[config.mk]
export PLATFORM = sky130hd
export DESIGN_NAME = text_ram_arbiter
export DESIGN_NICKNAME = d
export VERILOG_FILES = /design/src/rtl/text_ram_arbiter.sv
export SDC_FILE = /design/constraint.sdc
export NUM_CORES = 1
export LEC_CHECK = 0
export BUFFER_PORTS_ARGS = -buffer_cell sky130_fd_sc_hd__clkbuf_2
export CAP_MARGIN = 30
export CORE_ASPECT_RATIO = 1.2
export CORE_MARGIN = 1
export CORE_UTILIZATION = 44
export DETAILED_ROUTE_END_ITERATION = 7
export PLACE_DENSITY = 0.8
export SYNTH_ARGS = -nofsm -noshare
export SYNTH_HDL_FRONTEND = slang
export SYNTH_SLANG_ARGS = --single-unit
[constraint.sdc]
create_clock -name i_clk_50mhz -period 2.1 [get_ports i_clk_50mhz]
set_input_delay 0.315 -clock i_clk_50mhz [delete_from_list [all_inputs] [get_ports i_clk_50mhz]]
set_output_delay 0.315 -clock i_clk_50mhz [all_outputs]
set_load 0.005 [all_outputs]
[src/rtl/text_ram_arbiter.sv]
// Arbitrates one single-port text RAM between display fetches, a screen-clear
// sequencer and host writes, with fixed priority display > clear > host.
module text_ram_arbiter #(
  parameter int                ADDR_W     = 12,
  parameter int                DATA_W     = 8,
  parameter int                CELLS      = 2400,
  parameter logic [DATA_W-1:0] CLEAR_CHAR = 8'h20
) (
  input  logic              i_clk_50mhz,
  input  logic              i_reset,
  input  logic              i_disp_req,
  input  logic [ADDR_W-1:0] i_disp_addr,
  output logic [DATA_W-1:0] o_disp_data,
  output logic              o_disp_valid,
  input  logic              i_host_valid,
  input  logic [ADDR_W-1:0] i_host_addr,
  input  logic [DATA_W-1:0] i_host_data,
  output logic              o_host_ready,
  input  logic              i_clear_start,
  output logic              o_clear_busy,
  output logic [ADDR_W-1:0] o_ram_addr,
  output logic [DATA_W-1:0] o_ram_wdata,
  output logic              o_ram_we,
  input  logic [DATA_W-1:0] i_ram_rdata
);

  typedef enum logic {S_IDLE, S_CLEAR} state_t;

  // Extra bit so the range check still works when CELLS == 2**ADDR_W.
  localparam logic [ADDR_W:0]   CELLS_X   = (ADDR_W+1)'(CELLS);
  localparam logic [ADDR_W-1:0] LAST_CELL = ADDR_W'(CELLS - 1);

  state_t              state_q, state_d;
  logic [ADDR_W-1:0]   cnt_q, cnt_d;
  logic                busy_q, busy_d;
  logic                vld_p0_q, vld_p0_d;
  logic                vld_p1_q, vld_p1_d;
  logic [DATA_W-1:0]   disp_data_p1_q, disp_data_p1_d;
  logic                clear_wr;
  logic                host_fire;
  logic                host_in_range;

  always_ff @(posedge i_clk_50mhz or posedge i_reset) begin
    if (i_reset) begin
      state_q <= S_IDLE;
      cnt_q   <= '0;
      busy_q  <= 1'b0;
    end else begin
      state_q <= state_d;
      cnt_q   <= cnt_d;
      busy_q  <= busy_d;
    end
  end

  always_comb begin
    state_d = state_q;
    cnt_d   = cnt_q;
    case (state_q)
      S_IDLE: begin
        if (i_clear_start) begin
          state_d = S_CLEAR;
          cnt_d   = '0;
        end
      end
      S_CLEAR: begin
        // A display fetch owns the port, so the clear simply stalls.
        if (!i_disp_req) begin
          if (cnt_q == LAST_CELL) begin
            state_d = S_IDLE;
            cnt_d   = '0;
          end else begin
            cnt_d = cnt_q + 1'b1;
          end
        end
      end
      default: begin
        state_d = S_IDLE;
        cnt_d   = '0;
      end
    endcase
    busy_d = (state_d == S_CLEAR);
  end

  always_comb begin
    clear_wr      = (state_q == S_CLEAR) && !i_disp_req;
    o_host_ready  = (state_q == S_IDLE) && !i_disp_req && !i_clear_start;
    host_fire     = i_host_valid && o_host_ready;
    host_in_range = ({1'b0, i_host_addr} < CELLS_X);
    o_ram_addr    = '0;
    o_ram_wdata   = '0;
    o_ram_we      = 1'b0;
    if (i_disp_req) begin
      o_ram_addr = i_disp_addr;
    end else if (clear_wr) begin
      o_ram_addr  = cnt_q;
      o_ram_wdata = CLEAR_CHAR;
      o_ram_we    = 1'b1;
    end else if (host_fire) begin
      // Out-of-range writes complete the handshake but never reach the RAM.
      o_ram_addr  = i_host_addr;
      o_ram_wdata = i_host_data;
      o_ram_we    = host_in_range;
    end
    o_clear_busy = busy_q;
  end

  // Stage p0: RAM is reading the address granted last cycle.
  // Stage p1: capture the RAM output and present it with its valid.
  always_comb begin
    vld_p0_d       = i_disp_req;
    vld_p1_d       = vld_p0_q;
    disp_data_p1_d = vld_p0_q ? i_ram_rdata : disp_data_p1_q;
  end

  always_ff @(posedge i_clk_50mhz or posedge i_reset) begin
    if (i_reset) begin
      vld_p0_q       <= 1'b0;
      vld_p1_q       <= 1'b0;
      disp_data_p1_q <= '0;
    end else begin
      vld_p0_q       <= vld_p0_d;
      vld_p1_q       <= vld_p1_d;
      disp_data_p1_q <= disp_data_p1_d;
    end
  end

  assign o_disp_valid = vld_p1_q;
  assign o_disp_data  = disp_data_p1_q;

endmodule

# [Yosys cells after proc, flatten, opt, wreduce, memory -nomap -nowiden]
# Index checks and enable logic that the tools add are counted.
[classes] add_sub_neg=1 order_cmp=1 n_eq_ne=3 mux=17 bitwise_logic=1 n_reduce_logical=7
[op_table] op="2-to-1 mux 12 bit" count=6
[op_table] op="2-to-1 mux 8 bit" count=3
[op_table] op="one-hot mux 12 bit (2 select lines)" count=1
[op_table] op="adder 12 x 1 -> 12 bit (second input constant)" count=1
[op_table] op="equality test 12 bit (second input constant)" count=1
[op_table] op="less-than comparator 12 bit (second input constant)" count=1
[op_table] op="2-to-1 mux 1 bit" count=6
[op_table] op="logical AND 1 bit" count=4
[op_table] op="inequality test 2 bit (second input constant)" count=2
[op_table] op="zero test 1 bit" count=2
[op_table] op="one-hot mux 1 bit (2 select lines)" count=1
[op_table] op="AND reduction 2 bit" count=1
[op_table] op="inverter 1 bit" count=1
[word_totals] ff_bits=23 inputBits=45 output_inout_bits=32 elab_cells=35

# [Longest topological paths before layout]
# Gate-level depths: netlist of the first run.
[logic_depth] word_depth=7 mapped_depth=6 depth_no_buf=5

# [Worst setup path before layout of the first run]
# Ideal clock, no wire load.
[synth_path] kind="reg-to-output" start="register o_clear_busy (netlist name)" end="output o_ram_addr[10]" t_arrival_ns=1.395 path_slack_ns=0.390 stages_incl_launch_ff=6 path_cell_list="dfrtp_1 > nor3_2 > and2_0 > buf_2 > a222oi_1 > inv_1"
[synth_rtl] element="to (decl)" line="21" text="output logic [ADDR_W-1:0] o_ram_addr,"

==> results.yml, run 1 <==
placed_design:
  place.gp.congestion: 0.854
  dp_slack_ns: 0.320
  place_area_um2: 1780
  dp_hpwl_um: 2810
  placed_cells: 249
  io_buffers: 76
hold_path:
  hold_class: "in2reg"
power:
  p_int_uw: 754
  irDropWorstVdd_uv: 466
  sequentialPowerShare: 0.523
  total_power_mw: 1.13
  powerDensity_nw_per_um2: 617
  total_leakage_power_nw: 1.01
  power.switching_uw: 379
  clkPwrFrac: 0.190
  comb_power_share: 0.287
  p_sw_frac: 0.335
logic_synthesis:
  seq_area_frac_synth: 0.426
  yosysTopAreaCell: "dfrtp_1"
  synth_edf_count: 0
  ys_seq_elements: 23
  post-synth-top-count-cell: "dfrtp_1"
  async_flop_share: 1.00
  avgSynthCellArea_um2: 9.57
  ys_top_cells_by_area: "dfrtp_1, a222oi_1, mux2_2"
  yosys_warnings: 0
  synth_top_area_share: 0.426
  synth_nets: 187
  synth_top_flop_cell: "dfrtp_1"
  synth.distinct_cells: 36
  synthCells: 141
  synth_area_um2: 1350
  yosys-top-cells-count: "dfrtp_1, inv_1, a222oi_1"
drt:
  drt_wl_total_um: 3650
  vias: 1486
  drc: 0
  avgViaCountPerCell: 5.80
  firstDrtPassIters: 6
  ant_nets: 0
  drt_iter0_drc: 94
  wl_per_cell_um: 14.3
final_layout:
  post-route-util: 0.641
  area_growth_pct: 36.1
  final_cells: 256
  stdcell_area_um2: 1840
  drive_above_1_share: 0.450
  diodes: 0
  fillers: 277
  layout.nets: 269
global_route:
  grt_usage: 0.233
  grt_first_pass_wirelength_um: 5890
  grt-ovfl-total: 0
  grt_max_degree: 24
  first_global_vias: 1318
  antenna_found_initial: 0
sta:
  period_minus_slack_ns: 1.96
  finClkSkew_ns: 0.00767
  final_max_slew_viol_count: 0
  max_freq_mhz: 510
  hold_slack_ns: 0.200
  fin_crit_sh: 0.933
  max_slew_margin: 0.665
  layout_setup_ws_ns: 0.141
  setup_viol: 0
  fin_tns_setup_ns: 0
  worst_slew_pin_slew_ns: 0.502
  hold_viol: 0
floorplanning:
  ioPinCount: 77
  coreArea_um2: 2860
  die_y_um: 62.7
  die_area_um2: 3290
  fp.dieW_um: 52.6
  rows: 21
  initial_core_util: 0.471
clock_network:
  cts_tree: "built"
  cts-root-buf: "clkbuf_4"
  clock_sinks: 23
  htree_levels: 1
  clk_pin_slew_ns: 0.14
  cts_max_path_buffers: 2
  worstSkewPairLatency_ns: 0.32
  cts_buffers: 3
status:
  status: "complete, no violations"
worst_setup_path:
  path_class: "reg2out"
  crit_required_ns: 1.78
  arrival_ns: 1.64
  path_max_fanout: 7
  endpoint_kind: "primary output"
  cp-start-kind: "flip-flop"
flow_run:
  maxCapViolations: 0
## power by group through the flow
stage,combinational (mW),clock (mW),sequential [mW]
final,0.326,0.215,0.592
after global routing,0.367,0.238,0.603
after CTS,0.319,0.216,0.590
after detailed placement,0.317,0,0.599
after global placement,0.314,0,0.597
after floorplan,0.189,0,0.577
## repair_timing
item | 4_1_cts | 5_1_grt
hold endpoints to repair | 12 | 0
setup buffers | 0 | 1
setup endpoints to repair | 0 | 12
resized for setup | 0 | 5
hold buffers | 1 | 0
## cells in the final DEF, fill, tap and decap left out, types with 5 or more instances in the layout
cell,instances
a21oi_1,6
a222oi_1,12
and3_1,10
buf_4,8
clkbuf_2,76
dfrtp_1,22
inv_1,15
mux2_2,8
nand2_1,11
nand3_1,5
o21ai_0,5
## state kept, by name, summed over array words and instances, names as in the netlist
name	flops
vld_p0_q	1
o_clear_busy	1
o_disp_data	8
cnt_q	12
o_disp_valid	1
## final timing paths
check | from | end | slack, ns | cells after the start
worst min-delay path | i_disp_req | vld_p0_q$_DFF_PP0_ | 0.20 | 1
worst max-delay path | o_clear_busy$_DFF_PP0_ | o_ram_addr[1] | 0.14 | 6
max in group asynchronous | i_reset | o_clear_busy$_DFF_PP0_ | 1.32 | 4
min in group asynchronous | i_reset | cnt_q[1]$_DFFE_PP0P_ | 0.55 | 4
worst min register to register | o_disp_data[7]$_DFFE_PP0P_ | o_disp_data[7]$_DFFE_PP0P_ | 0.53 | 1
worst max register to register | cnt_q[1]$_DFFE_PP0P_ | cnt_q[11]$_DFFE_PP0P_ | 0.29 | 5
## layer usage
layer	part of all wire	GRT usage	routed length, µm
met3	0.071	0.0195	258
met1	0.43	0.308	1570
met2	0.49	0.394	1780
met5	0	0	0
met4	0.013	0.0691	47
## kinds of logic (layout without fill, tap and decap cells)
group	after synthesis	after routing	share of synthesized area
AOI/OAI and AO/OA	40	40	0.227
muxes	9	9	0.0741
DFF	23	23	0.426
buffers and inverters	24	105	0.0788
and+or+nand+nor	42	42	0.171
xor gates and xnor gates	2	2	0.0130
adders and majority gates	1	1	0.00927
## critical path: stages (launching register included)
cell and delay, ns:
dfrtp_2 0.45, buf_4 0.15, nor2b_4 0.13, buf_4 0.15, a222oi_1 0.25, inv_1 0.07, clkbuf_2 0.11
## final cells by class
| cell class | instances | area [µm²] | share of cell area |
|---|---|---|---|
| inverter | 15 | 56.3 | 0.0307 |
| timing repair buffer | 86 | 455 | 0.248 |
| clock buffer | 3 | 22.5 | 0.0123 |
| tap | 34 | 42.5 | 0.0232 |
| sequential | 23 | 577 | 0.314 |
| clock inverter | 1 | 7.51 | 0.00409 |
| multi-input combinational | 94 | 676 | 0.368 |
Note: power is estimated with default switching activity, not from simulation.
==> run 2: changes to the inputs <==
--- a/config.mk
+++ b/config.mk
@@ -12,6 +12,7 @@
 export CORE_UTILIZATION = 44
 export DETAILED_ROUTE_END_ITERATION = 7
 export PLACE_DENSITY = 0.8
+export REMOVE_ABC_BUFFERS = 1
 export SYNTH_ARGS = -nofsm -noshare
 export SYNTH_HDL_FRONTEND = slang
 export SYNTH_SLANG_ARGS = --single-unit
==> constraint.sdc (replaced) <==
create_clock -name i_clk_50mhz -period 2.2 [get_ports i_clk_50mhz]
set_input_delay 0.33 -clock i_clk_50mhz [delete_from_list [all_inputs] [get_ports i_clk_50mhz]]
set_output_delay 0.33 -clock i_clk_50mhz [all_outputs]
set_load 0.005 [all_outputs]
==> run 2 against run 1 <==
  * Cell count shrank 2.0%
  * Non-clock buffer count shrank 5
  * Register-to-register slack gained 0.07 ns
  * Clock-buffer cell count is the same
  * Global-route usage shrank 3.4 points
  * Wire length shrank 9.0%
  * Hold slack lost 0.072 ns
  * Critical endpoint unchanged
  * Largest cell class unchanged
==> results.yml, run 2 (synthesized netlist as in run 1, its figures left out) <==
sta:
  setup_viol: 0
  finClkSkew_ns: 0.00366
  max_freq_mhz: 496
  fin_tns_setup_ns: 0
  rsz0062_at_grt: "no"
  final_max_slew_viol_count: 0
  max_slew_margin: 0.446
  fin_crit_sh: 0.916
  layout_setup_ws_ns: 0.186
  worst_slew_pin_slew_ns: 0.830
  hold_viol: 0
  period_minus_slack_ns: 2.01
global_route:
  grt_max_degree: 24
  grt-ovfl-total: 0
  grt_usage: 0.199
  antenna_found_initial: 0
  first_global_vias: 1229
  grt_first_pass_wirelength_um: 5040
power:
  comb_power_share: 0.277
  total_leakage_power_nw: 0.975
  sequentialPowerShare: 0.527
  p_int_uw: 711
  power.switching_uw: 366
  powerDensity_nw_per_um2: 602
  total_power_mw: 1.08
  p_sw_frac: 0.340
  irDropWorstVdd_uv: 361
  clkPwrFrac: 0.196
drt:
  vias: 1432
  firstDrtPassIters: 7
  wl_per_cell_um: 13.2
  drt_wl_total_um: 3320
  drt_iter0_drc: 103
  avgViaCountPerCell: 5.71
  ant_nets: 0
  drc: 0
worst_setup_path:
  path_class: "reg2out"
  crit_buf_inv: 3
  arrival_ns: 1.68
  r2r_slack_ns: 0.36
  crit_chain: "nor3_2, and2_0, buf_4, a222oi_1, inv_1, clkbuf_2"
  cp-start-kind: "flip-flop"
  reg2reg_depth: 5
  critical-path-max-stage-delay_ns: 0.46
  crit_family: "flip-flops"
  crit_required_ns: 1.87
  endpoint_kind: "primary output"
  reg2reg_to: "cnt_q[10]$_DFFE_PP0P_"
  path_max_fanout: 6
  r2r_start: "cnt_q[0]$_DFFE_PP0P_"
  slowest_stage: "dfrtp_1"
clock_network:
  hold_buffers: 0
  post-cts-setup-buffer-count: 0
  htree_levels: 1
  worstSkewPairLatency_ns: 0.32
  cts_tree: "built"
  post_cts_resized: 0
  cts_max_path_buffers: 2
  cts_buffers: 3
  clk_pin_slew_ns: 0.14
  clock_sinks: 23
  cts-root-buf: "clkbuf_4"
hold_path:
  hold_class: "in2async"
floorplanning:
  coreArea_um2: 2860
  die_area_um2: 3290
  die_y_um: 62.7
  fp.dieW_um: 52.6
  rows: 21
  ioPinCount: 77
  initial_core_util: 0.471
flow_run:
  maxCapViolations: 0
final_layout:
  diodes: 0
  drive_above_1_share: 0.433
  stdcell_area_um2: 1790
  fillers: 271
  multiInputGateArea_um2: 668
  area_growth_pct: 32.6
  layout.nets: 264
  final_common_cell: "clkbuf_2"
  largest_reg_flops: 12
  final_cell_mix: "clkbuf_2, dfrtp_1, inv_1, a222oi_1, nand2_1"
  final-seq-area_um2: 576
  regMostFlops: "cnt_q"
placed_design:
  place_area_um2: 1760
  dp_hpwl_um: 2580
  dp_slack_ns: 0.419
  place.gp.congestion: 0.844
  io_buffers: 76
status:
  status: "complete, no violations"
## run 2: cell count changes in the layout (fill, tap and decap cells not counted)
| cell | before | now |
|---|---|---|
| buf_4 | 8 | 5 |
| and2_0 | 0 | 1 |
| and2_1 | 2 | 1 |
| buf_2 | 1 | 0 |
| dfrtp_1 | 22 | 23 |
| dfrtp_2 | 1 | 0 |
| dlygate4sd3_1 | 1 | 0 |
| nor2b_1 | 1 | 2 |
| nor2b_4 | 1 | 0 |
## run 2: routing by layer
| metal | vias to the layer above | global-route usage | routed length, µm |
|---|---|---|---|
| met5 | - | 0 | 0 |
| met4 | 0 | 0.0888 | 46 |
| met3 | 6 | 0.0316 | 263 |
| met2 | 71 | 0.318 | 1610 |
| met1 | 671 | 0.257 | 1400 |
| li1 | 684 | - | - |
## run 2: how the worst max path moves through the flow
| stage | startpoint | endpoint | slack, ns | cells past startpoint |
|---|---|---|---|---|
| 6_report | o_clear_busy$_DFF_PP0_ | o_ram_addr[1] | 0.19 | 6 |
| 5_1_grt | o_clear_busy$_DFF_PP0_ | o_ram_addr[0] | 0.04 | 6 |
| 4_1_cts | o_clear_busy$_DFF_PP0_ | o_ram_addr[1] | 0.18 | 6 |
| 3_5_place_dp | cnt_q[0]$_DFFE_PP0P_ | cnt_q[11]$_DFFE_PP0P_ | 0.42 | 5 |
| 3_3_place_gp | cnt_q[7]$_DFFE_PP0P_ | cnt_q[11]$_DFFE_PP0P_ | 0.42 | 4 |
| 2_1_floorplan | o_clear_busy$_DFF_PP0_ | cnt_q[8]$_DFFE_PP0P_ | 0.31 | 4 |
## run 2: per-stage QoR
| step | util | instances | hold WS, ns |
|---|---|---|---|
| floorplan | - | 132 | 0.332 |
| global placement | 0.615 | 247 | 0.490 |
| detailed placement | 0.615 | 247 | 0.498 |
| CTS | 0.625 | 251 | 0.165 |
| global route | 0.625 | 251 | 0.188 |
| finish | 0.625 | 251 | 0.129 |
## run 2: cell type report
type | instances | area share
flip-flops and latches | 23 | 0.321
repair buffers | 81 | 0.233
clock buffers | 3 | 0.0126
inverters | 15 | 0.0314
multi-input cells | 94 | 0.373
well taps | 34 | 0.0238
clock inverters | 1 | 0.00419
## run 2: power groups by stage
| stage | sequential (mW) | clock (mW) | combinational [mW] |
|---|---|---|---|
| after floorplan | 0.553 | 0 | 0.169 |
| after global placement | 0.572 | 0 | 0.293 |
| after detailed placement | 0.573 | 0 | 0.298 |
| after CTS | 0.565 | 0.213 | 0.299 |
| after global routing | 0.579 | 0.231 | 0.334 |
| final | 0.568 | 0.211 | 0.299 |
==> run 3: changes to the inputs <==
--- a/config.mk
+++ b/config.mk
@@ -5,7 +5,7 @@
 export SDC_FILE = /design/constraint.sdc
 export NUM_CORES = 1
 export LEC_CHECK = 0
-export BUFFER_PORTS_ARGS = -buffer_cell sky130_fd_sc_hd__clkbuf_2
+export BUFFER_PORTS_ARGS = -buffer_cell sky130_fd_sc_hd__buf_2
 export CAP_MARGIN = 30
 export CORE_ASPECT_RATIO = 1.2
 export CORE_MARGIN = 1
@@ -16,3 +16,4 @@
 export SYNTH_ARGS = -nofsm -noshare
 export SYNTH_HDL_FRONTEND = slang
 export SYNTH_SLANG_ARGS = --single-unit
+export TNS_END_PERCENT = 50
==> constraint.sdc (replaced) <==
create_clock -name i_clk_50mhz -period 2.2 [get_ports i_clk_50mhz]
set_input_delay 0.11 -clock i_clk_50mhz [delete_from_list [all_inputs] [get_ports i_clk_50mhz]]
set_output_delay 0.11 -clock i_clk_50mhz [all_outputs]
set_load 0.005 [all_outputs]
==> run 3 against run 2 <==
  * The run now ends with design-rule violations left
  * Final area is 0.35% lower
  * Combinational power is 2% lower
  * Clock skew is 0.0031 ns lower
  * Total power is 2.1% lower
  * Utilization is 0.22 points lower
==> results.yml, run 3 (synthesized netlist as in run 1, its figures left out) <==
status:
  status: "finished with violations"
  violations: "design-rule violations"
drt:
  firstDrtPassIters: 8
  routed.top_layer: "met4"
  drc: 9
  wl_met1_um: 1440
  wl_per_cell_um: 13.6
  wl_met3_um: 274
  route.met2.wl_um: 1650
  ant_nets: 0
  vias: 1425
  drt_iter0_drc: 81
  avgViaCountPerCell: 5.72
  drt_wl_total_um: 3400
floorplanning:
  die_y_um: 62.7
  ioPinCount: 77
  coreArea_um2: 2860
  die_area_um2: 3290
  initial_core_util: 0.471
  rows: 21
  fp.dieW_um: 52.6
flow_run:
  maxCapViolations: 0
placed_design:
  place.gp.congestion: 0.832
  io_buffers: 76
  dp_hpwl_um: 2570
  dp_slack_ns: 0.397
clock_network:
  htree_levels: 1
  cts_max_path_buffers: 2
  cts_tree: "built"
  clock_sinks: 23
  worstSkewPairLatency_ns: 0.31
  post-cts-setup-buffer-count: 0
  clk_pin_slew_ns: 0.12
  cts-root-buf: "clkbuf_4"
  cts_buffers: 3
final_layout:
  area_growth_pct: 32.2
  regMostFlops: "cnt_q"
  final_cell_mix: "buf_2, dfrtp_1, inv_1, a222oi_1, nand2_1"
  largest_reg_flops: 12
  final_common_cell: "buf_2"
  final-seq-area_um2: 576
  diodes: 0
  post-route-util: 0.623
  multiInputGateArea_um2: 674
  fillers: 280
  layout.nets: 262
  drive_above_1_share: 0.423
sta:
  hold_viol: 0
  rsz0062_at_grt: "no"
  final_max_slew_viol_count: 0
  period_minus_slack_ns: 2.01
  setup_viol: 0
  finClkSkew_ns: 0.000607
  max_freq_mhz: 498
  fin_crit_sh: 0.912
  max_slew_margin: 0.440
  layout_setup_ws_ns: 0.194
  hold_slack_ns: 0.0220
  fin_tns_setup_ns: 0
  worst_slew_pin_slew_ns: 0.839
worst_setup_path:
  cp-start-kind: "flip-flop"
  critical-path-max-stage-delay_ns: 0.47
  crit_family: "simple AND/OR/NAND/NOR gates"
  path_max_fanout: 9
  slowest_stage: "dfrtp_1"
  path_class: "reg2out"
  endpoint_kind: "primary output"
  r2r_slack_ns: 0.35
  crit_required_ns: 2.09
  arrival_ns: 1.90
  crit_chain: "nor3_4, and2_1, buf_4, a222oi_1, inv_1, buf_2"
  crit_buf_inv: 3
global_route:
  grt_first_pass_wirelength_um: 5530
  grt_usage: 0.220
  first_global_vias: 1293
  antenna_found_initial: 0
  grt_max_degree: 24
  grt-ovfl-total: 0
hold_path:
  hold_class: "in2reg"
power:
  irDropWorstVdd_uv: 555
  powerDensity_nw_per_um2: 591
  total_leakage_power_nw: 0.967
==> run 3: cell types whose count changed in the layout (fill, tap and decap cells not counted), sizes merged <==
cell / delta
clkbuf: -76
dlygate4sd3: +1
buf: +73
==> run 3: cell type report <==
class | instances | area share
Multi-Input combinational cell | 94 | 0.378
Tap cell | 34 | 0.0238
Clock buffer | 3 | 0.0126
Clock inverter | 1 | 0.00421
Sequential cell | 23 | 0.323
Timing Repair Buffer | 79 | 0.227
Inverter | 15 | 0.0316
==> run 3: metal layers <==
layer  vias up  GRT usage
met1       665      0.283
met4         0     0.0822
met3         4     0.0195
li1        690          -
met5         -          0
met2        66      0.370
==> run 3: what timing repair did <==
action | in CTS | in global routing
resized for setup | 0 | 2
setup endpoints to repair | 0 | 8
endpoints found under the hold margin | 23 | 0
hold buffers | 1 | 0
==> run 3: stage by stage <==
| step | instance area (µm²) | total power [mW] | std cells |
|---|---|---|---|
| after floorplan | 1300 | 0.722 | 132 |
| after global placement | 1740 | 0.856 | 244 |
| after detailed placement | 1740 | 0.864 | 244 |
| after CTS | 1780 | 1.06 | 249 |
| after global routing | 1780 | 1.12 | 249 |
| final | 1780 | 1.05 | 249 |
==> run 3: power breakdown <==
part | internal, mW | leakage [nW] | total, mW | switching, mW
clock | 0.0694 | 0.0139 | 0.197 | 0.127
sequential | 0.483 | 0.287 | 0.564 | 0.0812
combinational | 0.157 | 0.666 | 0.294 | 0.137
total | 0.710 | 0.967 | 1.05 | 0.345
==> run 3: path summary, 6_finish.rpt <==
path                                            startpoint                         end  depth (start not counted)
worst max-delay path                o_clear_busy$_DFF_PP0_               o_ram_addr[5]                          6
worst min-delay path                        i_ram_rdata[5]  o_disp_data[5]$_DFFE_PP0P_                          2
worst max register to register        cnt_q[0]$_DFFE_PP0P_       cnt_q[11]$_DFFE_PP0P_                          5
worst min register to register  o_disp_data[1]$_DFFE_PP0P_  o_disp_data[1]$_DFFE_PP0P_                          1
max in group asynchronous                          i_reset        cnt_q[8]$_DFFE_PP0P_                          3
min in group asynchronous                          i_reset  o_disp_data[5]$_DFFE_PP0P_                          3
